[config.mk]
export PLATFORM = sky130hd
export DESIGN_NAME = comb_bist_ctrl_flat
export DESIGN_NICKNAME = d
export VERILOG_FILES = /design/src/rtl/comb_bist_pkg.sv /design/src/rtl/comb_bist_ctrl_if.sv /design/src/rtl/bist_settle_timer.sv /design/src/rtl/comb_bist_ctrl.sv /design/src/flat_wrapper.sv
export SDC_FILE = /design/constraint.sdc
export NUM_CORES = 1
export LEC_CHECK = 0
export ABC_AREA = 1
export CORE_UTILIZATION = 57
export CTS_CLUSTER_DIAMETER = 30
export CTS_CLUSTER_SIZE = 25
export DETAILED_ROUTE_END_ITERATION = 8
export PLACE_DENSITY = 0.89
export RECOVER_POWER = 25
export SKIP_LAST_GASP = 1
export SLEW_MARGIN = 30
export SYNTH_ARGS = -nofsm -noshare
export SYNTH_HDL_FRONTEND = slang
export SYNTH_HIERARCHICAL = 1
export SYNTH_SLANG_ARGS = --single-unit
[constraint.sdc]
create_clock -name clk -period 3.79 [get_ports clk]
set_input_delay 0.758 -clock clk [delete_from_list [all_inputs] [get_ports clk]]
set_output_delay 0.758 -clock clk [all_outputs]
set_load 0.03 [all_outputs]
[src/rtl/comb_bist_pkg.sv]
// Shared types and constants for the combinational-block BIST sequencer.
// Imported by the interface, the settle timer and the controller top.
package comb_bist_pkg;

  typedef enum logic [1:0] {
    IDLE,
    APPLY,
    CHECK,
    DONE
  } state_t;

  localparam int         VEC_W      = 3;
  localparam int         CNT_W      = 4;
  localparam logic [7:0] EXAMPLE_TT = 8'h31;

endpackage

[src/rtl/comb_bist_ctrl_if.sv]
// Control/status and block-under-test bundle of the BIST sequencer.
// master = sequencer side, slave = test-control register + block side.
interface comb_bist_ctrl_if
  import comb_bist_pkg::*;
#(
  parameter int N_IN = VEC_W
);

  logic            start;
  logic            abort;
  logic            y_in;
  logic [N_IN-1:0] vec_out;
  logic            busy;
  logic            done;
  logic            pass;
  logic [N_IN:0]   fail_count;
  logic            first_fail_valid;
  logic [N_IN-1:0] first_fail_vec;
  logic            err_strobe;

  modport master (
    input  start, abort, y_in,
    output vec_out, busy, done, pass, fail_count,
    output first_fail_valid, first_fail_vec, err_strobe
  );

  modport slave (
    output start, abort, y_in,
    input  vec_out, busy, done, pass, fail_count,
    input  first_fail_valid, first_fail_vec, err_strobe
  );

endinterface

[src/rtl/bist_settle_timer.sv]
// Loadable down-counter holding each vector for the settle time.
// Saturates at zero; zero flags that the vector may be sampled.
module bist_settle_timer
  import comb_bist_pkg::*;
#(
  parameter int W = CNT_W
) (
  input  logic         clk,
  input  logic         reset_n,
  input  logic         load,
  input  logic         en,
  input  logic [W-1:0] load_val,
  output logic         zero
);

  logic [W-1:0] cnt;

  always_ff @(posedge clk or negedge reset_n) begin
    if (!reset_n) begin
      cnt <= '0;
    end else if (load) begin
      cnt <= load_val;
    end else if (en && cnt != '0) begin
      cnt <= cnt - 1'b1;
    end
  end

  assign zero = (cnt == '0);

endmodule

[src/rtl/comb_bist_ctrl.sv]
// BIST sequencer: walks every input vector of an N-input block,
// waits the settle time, compares y against a truth table.
module comb_bist_ctrl
  import comb_bist_pkg::*;
#(
  parameter int                 N_IN     = VEC_W,
  parameter logic [2**N_IN-1:0] EXPECTED = EXAMPLE_TT,
  parameter int                 SETTLE   = 2
) (
  input logic              clk,
  input logic              reset_n,
  comb_bist_ctrl_if.master bus
);

  localparam logic [CNT_W-1:0] RELOAD = CNT_W'(SETTLE - 1);

  state_t          state, state_n;
  logic [N_IN-1:0] vec, vec_n;
  logic [N_IN:0]   fcnt, fcnt_n;
  logic [N_IN-1:0] ffvec, ffvec_n;
  logic            ffv, ffv_n;
  logic            busy_q, busy_n;
  logic            done_q, done_n;
  logic            pass_q, pass_n;
  logic            err_q, err_n;
  logic            load, en, tmr_zero;

  bist_settle_timer #(.W(CNT_W)) u_timer (
    .clk      (clk),
    .reset_n  (reset_n),
    .load     (load),
    .en       (en),
    .load_val (RELOAD),
    .zero     (tmr_zero)
  );

  always_comb begin
    state_n = state;
    vec_n   = vec;
    fcnt_n  = fcnt;
    ffvec_n = ffvec;
    ffv_n   = ffv;
    pass_n  = pass_q;
    done_n  = 1'b0;
    err_n   = 1'b0;
    load    = 1'b0;
    en      = 1'b0;
    unique case (state)
      IDLE: begin
        vec_n = '0;
        if (bus.start && !bus.abort) begin
          state_n = APPLY;
          load    = 1'b1;
          fcnt_n  = '0;
          ffv_n   = 1'b0;
          ffvec_n = '0;
          pass_n  = 1'b0;
        end
      end
      APPLY: begin
        en = 1'b1;
        if (bus.abort) begin
          state_n = IDLE;
          vec_n   = '0;
          pass_n  = 1'b0;
        end else if (tmr_zero) begin
          state_n = CHECK;
        end
      end
      CHECK: begin
        // An aborted CHECK still records its mismatch.
        if (bus.y_in != EXPECTED[vec]) begin
          fcnt_n = fcnt + 1'b1;
          err_n  = 1'b1;
          if (!ffv) begin
            ffv_n   = 1'b1;
            ffvec_n = vec;
          end
        end
        if (bus.abort) begin
          state_n = IDLE;
          vec_n   = '0;
          pass_n  = 1'b0;
        end else if (&vec) begin
          state_n = DONE;
        end else begin
          state_n = APPLY;
          vec_n   = vec + 1'b1;
          load    = 1'b1;
        end
      end
      DONE: begin
        state_n = IDLE;
        vec_n   = '0;
        done_n  = 1'b1;
        pass_n  = (fcnt == '0);
      end
      default: state_n = IDLE;
    endcase
    busy_n = (state_n == APPLY) || (state_n == CHECK);
  end

  always_ff @(posedge clk or negedge reset_n) begin
    if (!reset_n) begin
      state  <= IDLE;
      vec    <= '0;
      fcnt   <= '0;
      ffvec  <= '0;
      ffv    <= 1'b0;
      busy_q <= 1'b0;
      done_q <= 1'b0;
      pass_q <= 1'b0;
      err_q  <= 1'b0;
    end else begin
      state  <= state_n;
      vec    <= vec_n;
      fcnt   <= fcnt_n;
      ffvec  <= ffvec_n;
      ffv    <= ffv_n;
      busy_q <= busy_n;
      done_q <= done_n;
      pass_q <= pass_n;
      err_q  <= err_n;
    end
  end

  assign bus.vec_out          = vec;
  assign bus.busy             = busy_q;
  assign bus.done             = done_q;
  assign bus.pass             = pass_q;
  assign bus.fail_count       = fcnt;
  assign bus.first_fail_valid = ffv;
  assign bus.first_fail_vec   = ffvec;
  assign bus.err_strobe       = err_q;

endmodule

[src/flat_wrapper.sv]
// flat-port wrapper written by rule: the top's interface ports become plain ports
module comb_bist_ctrl_flat import comb_bist_pkg::*;
#(
  parameter int                 N_IN     = VEC_W,
  parameter logic [2**N_IN-1:0] EXPECTED = EXAMPLE_TT,
  parameter int                 SETTLE   = 2
)
  (clk, reset_n, bus_start, bus_abort, bus_y_in, bus_vec_out, bus_busy, bus_done, bus_pass, bus_fail_count, bus_first_fail_valid, bus_first_fail_vec, bus_err_strobe);
  comb_bist_ctrl_if #(.N_IN(N_IN)) bus_i ();
  input logic clk;
  input logic reset_n;
  input wire logic [$bits(bus_i.start)-1:0] bus_start;
  input wire logic [$bits(bus_i.abort)-1:0] bus_abort;
  input wire logic [$bits(bus_i.y_in)-1:0] bus_y_in;
  output wire logic [$bits(bus_i.vec_out)-1:0] bus_vec_out;
  output wire logic [$bits(bus_i.busy)-1:0] bus_busy;
  output wire logic [$bits(bus_i.done)-1:0] bus_done;
  output wire logic [$bits(bus_i.pass)-1:0] bus_pass;
  output wire logic [$bits(bus_i.fail_count)-1:0] bus_fail_count;
  output wire logic [$bits(bus_i.first_fail_valid)-1:0] bus_first_fail_valid;
  output wire logic [$bits(bus_i.first_fail_vec)-1:0] bus_first_fail_vec;
  output wire logic [$bits(bus_i.err_strobe)-1:0] bus_err_strobe;
  assign bus_i.start = bus_start;
  assign bus_i.abort = bus_abort;
  assign bus_i.y_in = bus_y_in;
  assign bus_vec_out = bus_i.vec_out;
  assign bus_busy = bus_i.busy;
  assign bus_done = bus_i.done;
  assign bus_pass = bus_i.pass;
  assign bus_fail_count = bus_i.fail_count;
  assign bus_first_fail_valid = bus_i.first_fail_valid;
  assign bus_first_fail_vec = bus_i.first_fail_vec;
  assign bus_err_strobe = bus_i.err_strobe;
  comb_bist_ctrl #(.N_IN(N_IN), .EXPECTED(EXPECTED), .SETTLE(SETTLE)) u_core (.clk(clk), .reset_n(reset_n), .bus(bus_i));
endmodule
==> summary.md <==
| Metric | Value |
|---|---|
| Outcome | `finished, final reports clean` |
| Final Routed Wirelength | `2460 µm` |
| Power Dens Cells | `657 nW/µm²` |
| Cell Rows | `17` |
| Resized Gates After CTS | `0` |
| Total standard cell area after synthesis | `~1300 µm²` |
| Syn. warnings | `6` |
| Final routed DRC violation total | `0` |
| Pin count of the biggest net entering global routing | `22` |
| Non-filler cells, final | `226` |
| CTS tree | `done` |
| Max_slew headroom | `0.250` |
| Fin Clk Skew | `7.52 ps` |
| Via-to-Cell Ratio | `4.98` |
| Global-route wire length before repair | `4420 µm` |
| Final setup violating endpoints | `0` |
| Skew-Pair Late Insertion Delay | `300 ps` |
| Aggregate global-route resource usage | `0.231` |
| Residual overflow from global routing | `0` |
| First drt pass iteration count | `4` |
| Total Neg Setup Slack | `0 ps` |
| Vias in the first global route | `roughly 1000` |
| Area of the core | `2190 µm²` |
| Count of fill cells added during filler insertion | `171` |
| Clock-pin slew on the worst setup and hold paths | `120 ps` |
| Gp weighted congestion | `0.847` |
| Syn Inst Count | `174` |
| Hold/Removal Path Class | `reg -> reg` |
| Maximum clock frequency | `roughly 450 MHz` |
| Level count of the clock H-tree | `1` |
| Ratio of cells with drive above 1 in the final layout | `0.0960` |
| Count of input and output buffers | `19` |
| Post-CTS Hold Fix Bufs | `0` |
| Hold Path End | `u_core/bus.first_fail_vec[0]` |
| Required time reported for the critical path endpoint | `3030 ps` |
| Footprint of the multi-input gates | `689 µm²` |
| Antenna diode count | `0` |
| Placed cell count | `222` |
| Routed len/inst | `10.9 µm` |
| Clock Tree Root | `clkbuf_4` |
| Slowest cell on crit path | `clkdlybuf4s50_1` |
| Final antenna-violating net count | `0` |
| Post-CTS setup buffer count | `0` |
| Maximum fanout along the worst path | `6` |
| Initial core utilization | `0.603` |
| Leakage dissipation | `0.861 nW` |
| Final Slew Violations | `0` |
| Worst-case vdd ir drop | `between 0.0004 and 0.0005 V` |
| Worst Hold Depth | `2` |
| Count of endpoints failing hold in the final timing report | `0` |
| Width of the die | `approximately 50 µm` |
| Synthesis-to-layout area growth | `18.7%` |
| Sequential fraction of the synthesis area | `0.398` |
| Internal reg-to-reg setup slack | `approximately 1800 ps` |
| Most common library cell in the layout ignoring fill and taps | `nand2_1` |
| Floorplan die height | `50.1 µm` |
| Top library cells by usage in the layout, fill and taps aside | `nand2_1, inv_1, dfrtp_1, nand3_1, clkdlybuf4s50_1` |
| Worst setup margin | `1590 ps` |
| Area occupied by registers | `526 µm²` |
| Arrival time worst endpoint | `1450 ps` |
| Measured slew at the worst slew-check pin | `1130 ps` |
| Crit path max-delay family | `buffers and inverters` |
| Hold Startpoint | `u_core/bus.first_fail_vec[0]` |
| Type of the worst setup path | `reg -> out` |
| Placement-stage worst setup slack | `1510 ps` |
| Fin crit share | `0.582` |
| Highest cell delay on the worst timing path | `~700 ps` |
| Boundary Pins | `20` |
| Distinct cells, synth | `24` |
| Antenna violations before repair | `0` |
| Number of maximum-capacitance constraint violations | `0` |
| Area enclosed by the die boundary | `2510 µm²` |
| Reg-to-Reg End | `u_core/u_timer/cnt[3]` |
| FF-to-FF Start | `u_core/state[0]` |
| Buf/Inv on CP | `1` |
| Nature of the critical path endpoint | `primary output` |
| Routed vias | `1126` |
| Sink Count | `21` |
| Final Net Count | `215` |
| Flop and latch count out of synthesis | `21` |
| Iteration-0 DRC count of the detailed router | `29` |
| Number of cells traversed by the worst register-to-register path | `12` |
| Critical Path Source Type | `register` |
| Total clock buffers created by CTS | `3` |
| Cells along the critical path | `clkdlybuf4s50_1` |
| Tmin final | `~2200 ps` |
| HPWL after detailed placement | `just under 2000 µm` |
| Synthesized area per cell | `around 7.6 µm²` |
| Max Root-Sink Buffers | `2` |
| Unrepaired setup endpoints after global routing | `no` |
[metal layers]
| layer | up-vias | wire length, µm | GRT usage |
|---|---|---|---|
| met2 | 16 | 1160 | 0.378 |
| met4 | 0 | 25 | 0.0714 |
| met3 | 2 | 66 | 0.0278 |
| met5 | - | 0 | 0 |
| li1 | 593 | - | - |
| met1 | 515 | 1210 | 0.314 |
[flip-flops by register name, indices dropped and copies added, names as in the netlist]
name                         count
u_core/bus.vec_out               3
u_core/bus.fail_count            4
u_core/bus.first_fail_vec        3
u_core/bus.busy                  1
u_core/bus.first_fail_valid      1
u_core/state                     2
u_core/bus.pass                  1
u_core/bus.done                  1
u_core/u_timer/cnt               4
u_core/bus.err_strobe            1
[through the flow]
stage | hold WS, ps | area (µm²) | utilization | power [W]
2_1_floorplan | 462 | 1330 | - | 0.000788
3_3_place_gp | 456 | 1550 | 0.705 | 0.000898
3_5_place_dp | 459 | 1550 | 0.705 | 0.000927
4_1_cts | 490 | 1570 | 0.718 | 0.00104
5_1_grt | 537 | 1570 | 0.715 | 0.00113
6_report | 485 | 1570 | 0.715 | 0.00103
[tightest hold or removal path, stage by stage, from the launching register on]
cell and delay (ps):
dfrtp_1 370, nand2_1 50, nand2_1 40
[Yosys cell counts]
master / count / area, µm²
inv_1: 24 / 90.1
o211ai_2: 1 / 12.5
nand2_1: 58 / 218
inv_2: 3 / 11.3
o21ai_0: 6 / 30.0
a31o_2: 1 / 8.76
ha_1: 11 / 138
buf_4: 1 / 7.51
xor2_1: 2 / 17.5
nand3b_1: 2 / 15.0
nand3_1: 20 / 100
nor2_1: 4 / 15.0
nand3_2: 1 / 10.0
nor2_4: 1 / 11.3
dfrtp_1: 21 / 526
conb_1: 2 / 7.51
nand2_4: 1 / 11.3
nand2_2: 3 / 18.8
a21oi_1: 2 / 10.0
clkinv_1: 1 / 3.75
a31oi_1: 1 / 6.26
a21oi_2: 1 / 8.76
nor2_2: 3 / 18.8
nand4_1: 4 / 25.0
[how the worst max path moves through the flow]
| stage | start | endpoint | slack [ps] | cells past startpoint |
|---|---|---|---|---|
| after floorplan | u_core/state[0] | u_core/u_timer/cnt[3] | 2100 | 12 |
| after global placement | bus_abort | u_core/u_timer/cnt[3] | 1560 | 10 |
| after detailed placement | bus_abort | u_core/u_timer/cnt[3] | 1510 | 10 |
| after CTS | u_core/bus.vec_out[2] | bus_vec_out[2] | 1580 | 1 |
| after global routing | u_core/bus.fail_count[2] | bus_fail_count[2] | 1540 | 1 |
| final | u_core/bus.vec_out[2] | bus_vec_out[2] | 1590 | 1 |
[area by class of cell]
class | count | area share
multi-input combinational | 126 | 0.440
timing repair buffer | 19 | 0.117
clock buffer | 3 | 0.0144
clock inverter | 1 | 0.00319
sequential | 21 | 0.335
inverter | 28 | 0.0671
tap | 28 | 0.0224
[cell families (layout without fill, tap and decap cells)]
group           after synthesis  count (layout)  synth area share
other cells                   2               4           0.00569
flops                        21              21             0.398
compound gates               12              12            0.0578
fa+ha+maj                    11              11             0.104
simple gates                 97              97             0.336
xor+xnor                      2               2            0.0133
buf+inv                      29              51            0.0853
[power by group]
| group | total, W | internal (W) | switching (W) | leakage [nW] |
|---|---|---|---|---|
| Combinational | 0.000593 | 0.000212 | 0.000382 | 0.562 |
| Sequential | 0.000329 | 0.000281 | 0.0000476 | 0.282 |
| Clock | 0.000106 | 0.0000392 | 0.0000671 | 0.0177 |
| Total | 0.00103 | 0.000532 | 0.000496 | 0.861 |
(Power assumes the default switching activity.)
